--- src/rtl/twos_to_signmag.sv ---
// ----------------------------------------------------------------------------
// twos_to_signmag
//   Serial two's-complement to sign-magnitude converter. An operand is
//   captured in IDLE, walked LSB first through a shift register for WIDTH
//   cycles (copy bits for positives, serial negation for negatives), then
//   held in DONE until the consumer takes it.
//
//   Optional feature: define TWOS_TO_SIGNMAG_SAT_EN to saturate the
//   most-negative operand to -(2^(WIDTH-1)-1) instead of raw truncation.
//
// Ports
//   CLK        rising-edge clock
//   RESET      synchronous active-low reset
//   DATA_IN    two's-complement operand
//   IN_VALID   DATA_IN valid (sampled only in IDLE)
//   IN_READY   block can accept an operand (IDLE)
//   DATA_OUT   sign-magnitude result {sign, magnitude[WIDTH-2:0]}
//   OVF        operand was the most-negative value
//   OUT_VALID  DATA_OUT / OVF valid
//   OUT_READY  consumer accepts the result
// ----------------------------------------------------------------------------
module twos_to_signmag #(
   parameter int WIDTH = 8
) (
   input  logic             CLK,
   input  logic             RESET,
   input  logic [WIDTH-1:0] DATA_IN,
   input  logic             IN_VALID,
   output logic             IN_READY,
   output logic [WIDTH-1:0] DATA_OUT,
   output logic             OVF,
   output logic             OUT_VALID,
   input  logic             OUT_READY
);

   localparam int CW = (WIDTH > 2) ? $clog2(WIDTH) : 1;
   localparam logic [WIDTH-1:0] MOST_NEG = {1'b1, {(WIDTH-1){1'b0}}};

   typedef enum logic [1:0] {IDLE, SHIFT, DONE} state_t;

   state_t           state, state_nxt;
   logic [WIDTH-1:0] sh;        // operand bits out at [0], result bits in at MSB
   logic             sign;
   logic             seen_one;
   logic [CW-1:0]    cnt;

   logic             last;
   logic             in_bit;
   logic             obit;
   logic             ovf_nxt;
   logic [WIDTH-1:0] dout_nxt;

   assign last   = (cnt == CW'(WIDTH-1));
   assign in_bit = sh[0];
   // Serial negation: pass bits up to and including the first 1, invert the rest.
   assign obit   = sign ? (in_bit ^ seen_one) : in_bit;

   // After WIDTH shifts sh holds |operand| as a WIDTH-bit value. Only the
   // most-negative operand maps back onto MOST_NEG, i.e. a zero magnitude
   // field with the sign set.
   assign ovf_nxt = sign && (sh == MOST_NEG);

`ifdef TWOS_TO_SIGNMAG_SAT_EN
   assign dout_nxt = ovf_nxt ? {WIDTH{1'b1}} : {sign, sh[WIDTH-2:0]};
`else
   assign dout_nxt = {sign, sh[WIDTH-2:0]};
`endif

   assign IN_READY = (state == IDLE);

   always_comb begin
      state_nxt = state;
      case (state)
         IDLE:    if (IN_VALID)               state_nxt = SHIFT;
         SHIFT:   if (last)                   state_nxt = DONE;
         DONE:    if (OUT_VALID && OUT_READY) state_nxt = IDLE;
         default:                             state_nxt = IDLE;
      endcase
   end

   always_ff @(posedge CLK) begin
      if (!RESET) begin
         state     <= IDLE;
         sh        <= '0;
         sign      <= 1'b0;
         seen_one  <= 1'b0;
         cnt       <= '0;
         DATA_OUT  <= '0;
         OVF       <= 1'b0;
         OUT_VALID <= 1'b0;
      end else begin
         state <= state_nxt;
         case (state)
            IDLE: begin
               if (IN_VALID) begin
                  sh       <= DATA_IN;
                  sign     <= DATA_IN[WIDTH-1];
                  seen_one <= 1'b0;
                  cnt      <= '0;
               end
            end
            SHIFT: begin
               sh       <= {obit, sh[WIDTH-1:1]};
               seen_one <= seen_one | in_bit;
               cnt      <= last ? '0 : cnt + 1'b1;
            end
            DONE: begin
               // First DONE cycle finalizes the result; it then stays put
               // until the consumer accepts it.
               if (!OUT_VALID) begin
                  DATA_OUT  <= dout_nxt;
                  OVF       <= ovf_nxt;
                  OUT_VALID <= 1'b1;
               end else if (OUT_READY) begin
                  OUT_VALID <= 1'b0;
               end
            end
            default: ;
         endcase
      end
   end

endmodule

--- config.mk ---
export PLATFORM = sky130hd
export DESIGN_NAME = twos_to_signmag
export DESIGN_NICKNAME = d
export VERILOG_FILES = /design/src/rtl/twos_to_signmag.sv
export SDC_FILE = /design/constraint.sdc
export NUM_CORES = 1
export LEC_CHECK = 0
export ABC_AREA = 1
export ABC_CLOCK_PERIOD_IN_PS = 1200
export CAP_MARGIN = 20
export CORE_AREA = 2 2 53 55
export CTS_BUF_LIST = sky130_fd_sc_hd__clkbuf_4 sky130_fd_sc_hd__clkbuf_8
export DETAILED_ROUTE_END_ITERATION = 10
export DIE_AREA = 0 0 55 57
export HOLD_SLACK_MARGIN = 0.12
export PLACE_DENSITY_LB_ADDON = 0.1
export RECOVER_POWER = 100
export SLEW_MARGIN = 25
export SYNTH_ARGS = -nofsm -noshare
export SYNTH_HDL_FRONTEND = slang
export SYNTH_SLANG_ARGS = --single-unit
--- constraint.sdc ---
create_clock -name CLK -period 1.2 [get_ports CLK]
set_input_delay 0.24 -clock CLK [delete_from_list [all_inputs] [get_ports CLK]]
set_output_delay 0.24 -clock CLK [all_outputs]
set_load 0.05 [all_outputs]
==> run summary, run 1 <==
Count of yosys warnings during synthesis: 0. Total routing usage reported by global routing: 0.1674. The largest net degree at the start of global routing was 16. Simple-gate share of the synthesized area: 0.2963. The via count of the first global-routing pass is 934. The share of the clock period used by the worst path is 1.053, and the required time of the critical path is 0.96 ns. The capturing point of the worst reg2reg path is seen_one.

Arrival time of data at the critical path endpoint: 1.02 ns. The relative max-transition margin is 0.8423. The vias per cell came out at 4.670. The synthesized-area fraction occupied by xor and xnor cells was 0. The worst hold path begins at cnt[0].

The startpoint identified for the worst register-to-register timing path is state[1]. Final critical-path setup slack: -0.06366 ns. The first global-routing pass estimated 3939 um of wire. The total DRC errors in the routed layout was 0. No sink is reached through more buffers than the 2 on the longest clock path. In this run the core area contains 19 standard-cell rows. The flow ran to the end, but the final reports show violations. In this run the standard cell core region covers 0.002615 mm^2.

The number of buffers inserted by hold repair at cts was 0. By count the netlist is led by nand2_1, dfxtp_1, nor2_1. The top-area cell type share of the netlist area is 0.4540, and the chip height is 57 um.

Counting every sink on the clock net gives 25. The total via count in the routed design came out at 1004. The initial antenna violation count came out at 0. After synthesis, the largest family of logic cells by area is simple AND/OR/NAND/NOR gates. Subtracting the final worst setup slack from the clock period gives 1.264 ns. The synthesized design contains 25 register bits. The fraction of layout cells with a size suffix above 1 was 0.1848; the synthesized-area fraction occupied by ao, oa, aoi and oai cells was 0.1351. A synthesized cell averages 7.066 um^2.

The path with the worst hold slack has its endpoint at cnt[0]. Dividing total power by cell area gives a power density of 1054 mW/mm^2. The share of flip-flops with an asynchronous set or reset after synthesis works out to 0.

The static leakage is 0.6309 nW, and the fraction of the mapped netlist area in adder cells is 0.03405. Across the VDD grid, the largest voltage drop is 0.0006546 V. TritonCTS built the clock tree. For this run, the leading register cell type out of synthesis is dfxtp_1. The die is 55 um wide. Sorting the synthesized cells by area gives the leading types as dfxtp_1, nand2_1, nor2_1.

Number of enable-type register cells in the synthesized netlist: 0. STA classifies the critical path endpoint as an output pin. Number of unique standard cell types used by synthesis: 20. The routability congestion estimate came out at 0.7332. Measured slew at the worst slew-check pin: 0.2364 ns. At the end of the flow, the number of nets in the layout was 200. The tree is rooted in a clkbuf_4. STA classifies the critical path startpoint as a register. In this run the tool buffered the top-level ports with 22 buffer cells. From synthesis to final layout, the design area changed by 32.35%. Wires add up to 2292 um. Setup repair after global routing could not meet its margin everywhere. The average routed wire per standard cell is 10.66 um. Largest driver fanout on the critical path: 2.

The number of cells produced by synthesis came out at 156. The category of the most critical setup path was reg2out. Clock tree synthesis inserted a total of 3 buffers.

The total overflow left after global routing is 0. In this run the cell area of the synthesized design comes to 0.001102 mm^2. Worst-case clock skew: 0.0008208 ns. The total power was 1.538 mW; the clock latency of the later-clocked register in the worst-skew pair was 0.31 ns. The number of cells on the worst reg-to-reg path is 6.

The depth of the worst hold-timing path is 1. The logs give 0.4540 for the sequential cell area fraction in the yosys report and 1 for the maximum level of the CTS H-tree. The die covers 0.003135 mm^2.

23 I/O pins were placed. The checks that failed: negative setup slack. Timing would allow up to 791.4 MHz. The run gives 0 as the hold violation count in the final report. The logs give 0.05 ns for the setup slack of the worst register-to-register path and 16 for the number of DRC violations after detailed-routing iteration 0. The CTS clock-pin slew for the worst setup and hold paths was 0.14 ns; the starting utilization of the core area was 0.4215.

For the worst hold slack, the log shows 0.4539 ns. The path class of the tightest hold or removal check is reg2reg. The most common cell in the synthesized netlist is nand2_1. After legalization and detailed placement, the total HPWL measured 1702 um. The logs give 0 for the number of max-slew violations in the final report and 1 for the final setup violation count. For this run, the detailed router's first-pass iteration total came to 4.

The number of antenna diodes in the final layout is 0. The count of nets left with antenna violations once routing finished came out at 0. The proportion of synthesized area in mux cells works out to 0. Cell taking the most area after synthesis: dfxtp_1. Max-cap violations in this run came to 0. The run gives 171 as the net count after synthesis.
report_power, final:
part	internal (mW)	switching [mW]
Clock	0.125	0.259
Combinational	0.115	0.131
Sequential	0.869	0.0392
Total	1.11	0.429
through the flow:
| stage | std cells | util | TNS, ns | worst slack [ns] | instance area [um^2] |
|---|---|---|---|---|---|
| 6_report | 215 | 0.5579 | -0.06366 | -0.06366 | 1459 |
| 5_1_grt | 215 | 0.5579 | -0.1614 | -0.1020 | 1459 |
| 4_1_cts | 215 | 0.5900 | -0.07581 | -0.07581 | 1543 |
| 3_5_place_dp | 210 | 0.5742 | -1.148 | -0.1552 | 1501 |
| 3_3_place_gp | 210 | 0.5742 | -0.9627 | -0.1181 | 1501 |
| 2_1_floorplan | 156 | - | 0 | 0.1169 | 1111 |
worst max-delay path by stage:
stage	start	endpoint	slack, ns	cells past startpoint
finish	state[1]	IN_READY	-0.06	3
global route	state[1]	IN_READY	-0.10	3
CTS	state[1]	IN_READY	-0.08	3
detailed placement	IN_VALID	sh[3]	-0.16	5
global placement	IN_VALID	sh[3]	-0.12	5
floorplan	state[1]	sh[7]	0.12	7
what timing repair did:
item                       in CTS  in global routing
pin swaps                       1                  1
resized for setup               3                  7
setup endpoints to repair       2                 13
gates cloned                    0                  0
buffers inserted                1                  0
placed cells by master (no fill, tap or decap), types with 5 or more instances in the layout:
cell type        count
a21oi_1             14
buf_12               5
clkbuf_4            11
clkdlybuf4s50_1     11
dfxtp_1             21
inv_1               12
nand2_1             53
nor2_1              22
o21ai_0              8
registers in the layout (all words and copies together) (netlist names):
signal and count:
cnt 3, OVF 1, sh 8, state 2, OUT_VALID 1, seen_one 1, DATA_OUT 8, sign 1
area by class of cell:
cell class / count / area [um^2]
clock buffer: 3 / 22.52
clock inverter: 1 / 5.005
fill: 257 / 1156
inverter: 14 / 55.05
multi-input combinational: 112 / 520.5
sequential: 25 / 508.0
tap: 31 / 38.79
timing repair buffer: 29 / 309.0
routing by layer:
layer,GRT usage,routed length (um),up-vias
met4,0.05226,9,0
li1,-,-,539
met5,0,0,-
met3,0.02356,85,2
met1,0.2363,1144,448
met2,0.2619,1053,15
cell families after synthesis:
| kind of cell | count (synthesis) |
|---|---|
| flops | 25 |
| simple gates | 82 |
| buf+inv | 19 |
| fa+ha+maj | 3 |
| compound gates | 27 |
worst max-delay path, cell delays in order (launching register included):
cell     delay, ns
dfxtp_2       0.35
buf_6         0.11
nor2_4        0.10
buf_12        0.14
(Power assumes the default switching activity.)
==> run 2, diff against run 1 <==
--- a/config.mk
+++ b/config.mk
@@ -8,10 +8,10 @@
 export ABC_AREA = 1
 export ABC_CLOCK_PERIOD_IN_PS = 1200
 export CAP_MARGIN = 20
-export CORE_AREA = 2 2 53 55
+export CORE_AREA = 2 2 50 52
 export CTS_BUF_LIST = sky130_fd_sc_hd__clkbuf_4 sky130_fd_sc_hd__clkbuf_8
 export DETAILED_ROUTE_END_ITERATION = 10
-export DIE_AREA = 0 0 55 57
+export DIE_AREA = 0 0 52 54
 export HOLD_SLACK_MARGIN = 0.12
 export PLACE_DENSITY_LB_ADDON = 0.1
 export RECOVER_POWER = 100
==> run 2 against run 1 <==
The flow still finishes with violations (negative setup slack); clock power up 5.5%; sequential cell count unchanged; die area down 10%; cell count up 2.3%; critical path depth unchanged; maximum frequency down 1.7%; hold slack worse by 0.011 ns; via count up 8.9%; combinational power up 20%; core utilization up 14 points; global-route usage up 2.8 points; sequential share of layout area down 3.6 points; critical path type unchanged; critical endpoint unchanged; largest power group unchanged; highest routed layer unchanged.
==> run summary, run 2 (synthesis results as in run 1) <==
The logs give -0.08575 ns (was -0.06366 ns) for the final critical-path setup slack and 18 (was 19) for the row count. Share of the clock period used by the worst path: 1.071 (was 1.053). For the final routed wirelength across all metal layers, the log shows 2582 um (was 2292 um). The logs give 0 (unchanged) for the initial antenna violation count and 1093 (was 1004) for the total via count in the routed design. The logs give 967 (was 934) for the via count of the first global-routing pass and 0.33 ns (was 0.31 ns) for the clock latency of the later-clocked register in the worst-skew pair. The width of the die works out to 52 um (was 55 um). The cell at the root of the clock tree is clkbuf_4 (unchanged). The share of total power in the clock network is 0.252 (was 0.249), and the total DRC errors in the routed layout is 0 (unchanged). The run gives 1816 um (was 1702 um) as the HPWL after detailed placement.

The flow ran to the end, but the final reports show violations. The tools report the largest vdd supply drop as 0.0008073 V (was 0.0006546 V). The launching element of the worst setup path is state[1] (unchanged). Number of DRC violations after detailed-routing iteration 0: 20 (was 16). Setup repair after global routing could not meet its margin everywhere.

The startpoint of the worst-slack reg-to-reg timing path was state[0] (was state[1]). Arrival time of data at the critical path endpoint: 1.05 ns (was 1.02 ns). CTS clock-pin slew for the worst setup and hold paths: 0.13 ns (was 0.14 ns).

The tools report the number of top-level pins as 23 (unchanged). The register share of total power was 0.565 (was 0.591). The count of buffers from port buffering was 22 (unchanged). The number of buffers inserted by hold repair at cts is 0 (unchanged), and the relative max-transition margin is 0.8873 (was 0.8423). The vias per cell was 4.968 (was 4.670); the final layout net count was 206 (was 200). The count of inserted antenna diode cells came out at 0 (unchanged).

Most frequent cells in the layout: nand2_1, dfxtp_1, nor2_1 (was nand2_1, nor2_1, dfxtp_1). The net switching fraction of the power is 0.2750 (was 0.2790). Startpoint of the lowest-slack hold path: cnt[0] (unchanged). The total routing usage reported by global routing came out at 0.1955 (was 0.1674).

Violations in the final reports: negative setup slack (unchanged). The run gives 0.002169 ns (was 0.0008208 ns) as the worst-case clock skew. The final setup violation count is 1 (unchanged). Nature of the critical path endpoint: an output pin (unchanged).

TritonCTS built the clock tree. For the number of max-slew violations in the final report, the log shows 0 (unchanged). The total internal power was 1.162 mW (was 1.109 mW); the routability congestion estimate was 0.8239 (was 0.7332). The total power divided by cell area came out at 985.7 mW/mm^2 (was 1054 mW/mm^2). The category of the most critical setup path was reg2out (unchanged).

The run gives 3 (unchanged) as the TritonCTS buffer count. The average routed wire per standard cell works out to 11.74 um (was 10.66 um). The chip height is 54 um (was 57 um). The logs give 0.001627 mm^2 (was 0.001459 mm^2) for the total non-filler cell area in the finished layout and 777.8 MHz (was 791.4 MHz) for the highest attainable clock frequency. The time the worst path needs with I/O delays and setup is 1.286 ns (was 1.264 ns). Synthesis-to-layout area growth: 47.56% (was 32.35%). The tools report the power share of the combinational group as 0.183 (was 0.160). The number of optimization iterations in the first detailed-route pass is 4 (unchanged).

The measured slew at the worst slew-check pin was 0.1673 ns (was 0.2364 ns). The fraction of layout cells with a size suffix above 1 is 0.2316 (was 0.1848), and the number of max-capacitance violations reported is 0 (unchanged). The path category of the worst min-delay check was reg2reg (unchanged). The leftover overflow at the end of global routing is 0 (unchanged), and the starting utilization of the core area is 0.4752 (was 0.4215). Regs by FF count: DATA_OUT x8, sh x8, cnt x3 (unchanged). The tools report the placed cell area as 0.001508 mm^2 (was 0.001501 mm^2). The required time of the critical path is 0.96 ns (about the same). For the hold violation count in the final report, the log shows 0 (unchanged).

The run gives 4119 um (was 3939 um) as the wire length of the first global-routing pass. The most common cell after layout, fill and taps aside was nand2_1 (unchanged). The minimum setup slack after placement was -0.1620 ns (was -0.1552 ns); the largest driver fanout on the critical path was 2 (unchanged). The element type at the critical path start was a register (unchanged). The run gives 2 (unchanged) as the maximum root-to-sink buffer count. The core region area was 0.002320 mm^2 (was 0.002615 mm^2); the sink count of the clock tree was 25 (unchanged). The maximum level of the CTS H-tree came out at 1 (unchanged).

Static leakage: 0.6868 nW (was 0.6309 nW). Overall die area: 0.002808 mm^2 (was 0.003135 mm^2). The largest net degree at the start of global routing is 16 (unchanged), and the power dissipated by switching net loads is 0.4410 mW (was 0.4290 mW). The final antenna-violating net count came out at 0 (unchanged).
==> run 2: worst max-delay path, cell delays in order, from the launching register on <==
cell and delay, ns:
dfxtp_2 0.35, buf_6 0.11, nor2_4 0.11, buf_12 0.15
==> run 2: path summary, 6_finish.rpt <==
check,to,slack [ns],cells past startpoint
hold reg to reg,cnt[0],0.44,1
setup / recovery,IN_READY,-0.09,3
hold / removal,cnt[0],0.44,1
setup reg to reg,sh[0],0.05,5
==> run 2: per-stage QoR <==
stage | TNS (ns) | power (mW) | util | instances | hold WS (ns)
2_1_floorplan | 0 | 1.066 | - | 156 | 0.4041
3_3_place_gp | -0.8423 | 1.163 | 0.6499 | 210 | 0.4496
3_5_place_dp | -1.069 | 1.171 | 0.6499 | 210 | 0.4572
4_1_cts | -0.08226 | 1.561 | 0.6699 | 215 | 0.4767
5_1_grt | -0.1338 | 1.670 | 0.7012 | 220 | 0.4662
6_report | -0.08575 | 1.603 | 0.7012 | 220 | 0.4434
==> run 2: layer usage <==
layer	vias up	share of wire	track usage
met2	42	0.50	0.3312
met1	485	0.43	0.2483
met3	8	0.044	0.02500
met4	0	0.023	0.08772
met5	-	0	0
li1	558	-	-
==> run 2: power by group through the flow <==
stage	logic [mW]	registers, mW	clock network [mW]
after floorplan	0.154	0.913	0
after global placement	0.241	0.921	0
after detailed placement	0.248	0.923	0
after CTS	0.252	0.905	0.404
after global routing	0.327	0.912	0.431
final	0.294	0.906	0.404
==> run 2: final cells by class <==
cell class | instances | area, um^2
repair buffers | 34 | 444.2
well taps | 30 | 37.54
inverters | 14 | 62.56
flip-flops and latches | 25 | 508.0
multi-input cells | 113 | 544.3
clock buffers | 4 | 30.03
fillers | 181 | 693.2
==> run 2: what timing repair did <==
item | 4_1_cts | 5_1_grt
resized for setup | 4 | 17
setup endpoints to repair | 5 | 14
setup buffers | 1 | 4
pin swaps | 1 | 1
gates cloned | 0 | 1
==> run 3, diff against run 2 <==
--- a/config.mk
+++ b/config.mk
@@ -12,6 +12,7 @@
 export CTS_BUF_LIST = sky130_fd_sc_hd__clkbuf_4 sky130_fd_sc_hd__clkbuf_8
 export DETAILED_ROUTE_END_ITERATION = 10
 export DIE_AREA = 0 0 52 54
+export GPL_TIMING_DRIVEN = 0
 export HOLD_SLACK_MARGIN = 0.12
 export PLACE_DENSITY_LB_ADDON = 0.1
 export RECOVER_POWER = 100
==> run 3 against run 2 <==
The run still ends with negative setup slack left; clock skew rose by 0.0033 ns; power fell by 4.7%; first-iteration DRC count fell by 45%; non-clock buffer count fell by 7; setup slack improved by 0.074 ns; critical endpoint unchanged; largest power group unchanged; highest routed layer unchanged.
==> run summary, run 3 (synthesis results as in run 1) <==
The flow ran to the end, but the final reports show violations. Violations in the final reports: negative setup slack (unchanged). The placed cell area was 0.001369 mm^2 (was 0.001508 mm^2).

Row count: 18 (unchanged). The category of the most critical setup path is reg2out (unchanged). For the relative max-transition margin, the log shows 0.7001 (was 0.8873). The tools report the overall die area as 0.002808 mm^2 (unchanged). Most frequent cells in the layout: nand2_1, nor2_1, dfxtp_1 (was nand2_1, dfxtp_1, nor2_1). The count of inserted antenna diode cells is 0 (unchanged), and the CTS clock-pin slew for the worst setup and hold paths is 0.13 ns (about the same). The nature of the critical path endpoint was an output pin (unchanged).

The share of the clock period used by the worst path is 1.010 (was 1.071), and the total power divided by cell area is 1116 mW/mm^2 (was 985.7 mW/mm^2). Number of top-level pins: 23 (unchanged). The minimum setup slack after placement came out at -0.3209 ns (was -0.1620 ns).

The logs give 1020 (was 1093) for the total via count in the routed design and 234 (was 181) for the fill cell total of the finished layout. The number of max-slew violations in the final report was 0 (unchanged); the initial antenna violation count was 0 (unchanged). The largest vdd supply drop is 0.0007903 V (was 0.0008073 V), and the core region area is 0.002320 mm^2 (unchanged).

Via count of the first global-routing pass: 855 (was 967). The tools report the largest net degree at the start of global routing as 14 (was 16). Regs by FF count: DATA_OUT x8, sh x8, cnt x3 (unchanged).

The run gives 25 (unchanged) as the sink count of the clock tree. The logs give 0 (was 1) for the number of buffers inserted to repair setup after CTS and 2 (unchanged) for the maximum root-to-sink buffer count. The number of max-capacitance violations reported is 0 (unchanged), and the number of optimization iterations in the first detailed-route pass is 4 (unchanged).

The total power came out at 1.528 mW (was 1.603 mW). TritonCTS built the clock tree. The final layout net count came out at 198 (was 206). The TritonCTS buffer count came out at 3 (unchanged). The vias per cell is 4.811 (was 4.968), and the area of all sequential standard cells is 511.7 um^2 (was 508.0 um^2).

The starting utilization of the core area came out at 0.4752 (unchanged). The element type at the critical path start is a register (unchanged). The average routed wire per standard cell works out to 10.65 um (was 11.74 um).

For the area of the multi-input gates, the log shows 520.5 um^2 (was 544.3 um^2). The chip height is 54 um (unchanged). The hold violation count in the final report was 0 (unchanged); the width of the die was 52 um (unchanged).

The synthesis-to-layout area growth works out to 24.18% (was 47.56%). Setup repair after global routing could not meet its margin everywhere. The static leakage was 0.6019 nW (was 0.6868 nW); the clock latency of the later-clocked register in the worst-skew pair was 0.31 ns (was 0.33 ns). The largest driver fanout on the critical path was 4 (was 2).

The final setup violation count was 1 (unchanged); the arrival time of data at the critical path endpoint was 0.97 ns (was 1.05 ns). The count of buffers from port buffering is 22 (unchanged), and the highest attainable clock frequency is 825.0 MHz (was 777.8 MHz). The most common cell after layout, fill and taps aside is nand2_1 (unchanged). The time the worst path needs with I/O delays and setup came out at 1.212 ns (was 1.286 ns).

For the required time of the critical path, the log shows 0.96 ns (about the same). The tools report the number of buffers inserted by hold repair at cts as 0 (unchanged). The HPWL after detailed placement is 1745 um (was 1816 um), and the final antenna-violating net count is 0 (unchanged). The final critical-path setup slack is -0.01207 ns (was -0.08575 ns). The cell at the root of the clock tree was clkbuf_4 (unchanged).

The routability congestion estimate was 0.7784 (was 0.8239). Maximum level of the CTS H-tree: 1 (unchanged). The leftover overflow at the end of global routing is 0 (unchanged), and the fraction of layout cells with a size suffix above 1 is 0.1813 (was 0.2316). For the total non-filler cell area in the finished layout, the log shows 0.001369 mm^2 (was 0.001627 mm^2).

The path category of the worst min-delay check is reg2reg (unchanged). Wire length of the first global-routing pass: 3670 um (was 4119 um). Final routed wirelength across all metal layers: 2258 um (was 2582 um). The measured slew at the worst slew-check pin is 0.4498 ns (was 0.1673 ns), and the total routing usage reported by global routing is 0.1772 (was 0.1955). The total DRC errors in the routed layout came out at 0 (unchanged). The worst-case clock skew came out at 0.005425 ns (was 0.002169 ns).

For the number of DRC violations after detailed-routing iteration 0, the log shows 11 (was 20).
==> run 3: layer usage <==
metal | part of all wire | track usage | vias to the layer above
li1 | - | - | 539
met1 | 0.46 | 0.2316 | 454
met2 | 0.48 | 0.3038 | 23
met3 | 0.049 | 0.02500 | 4
met4 | 0.010 | 0.05263 | 0
met5 | 0 | 0 | -
==> run 3: per-stage QoR <==
| step | hold slack, ns | cells | utilization | TNS (ns) |
|---|---|---|---|---|
| floorplan | 0.4041 | 156 | - | 0 |
| detailed placement | 0.4545 | 208 | 0.5901 | -5.402 |
| finish | 0.4390 | 212 | 0.5901 | -0.01207 |
| CTS | 0.4707 | 212 | 0.5831 | -0.02090 |
| global route | 0.4617 | 212 | 0.5901 | -0.05937 |
| global placement | 0.4509 | 208 | 0.5901 | -4.959 |
==> run 3: path summary, 6_finish.rpt <==
check	depth (start not counted)	slack, ns	from	endpoint
max	2	-0.01	state[1]	IN_READY
min	1	0.44	cnt[0]	cnt[0]
max reg2reg	5	0.10	cnt[0]	cnt[0]
min reg2reg	1	0.44	cnt[0]	cnt[0]
==> run 3: worst max-delay path, stage by stage, from the launching register on <==
cell,delay [ns]
dfxtp_2,0.38
nor2_4,0.12
buf_6,0.16
==> run 3: repair_timing <==
action / in CTS / in global routing
cloned: 0 / 0
pin swaps: 0 / 2
gates resized for setup: 59 / 11
setup endpoints to repair: 11 / 10
==> run 3: final cells by class <==
cell class                 instances  area share
buffer                             5     0.02377
clock buffer                       4     0.02194
inverter                          14     0.03839
multi-input combinational        112      0.3803
sequential                        25      0.3739
tap                               30     0.02742
timing repair buffer              22      0.1344
==> run 3: where the power goes <==
group          leakage [nW]  switching, mW  internal [mW]
Clock                0.0184          0.238          0.152
Sequential            0.207         0.0390          0.869
Combinational         0.377          0.129          0.102
Total                 0.602          0.406           1.12
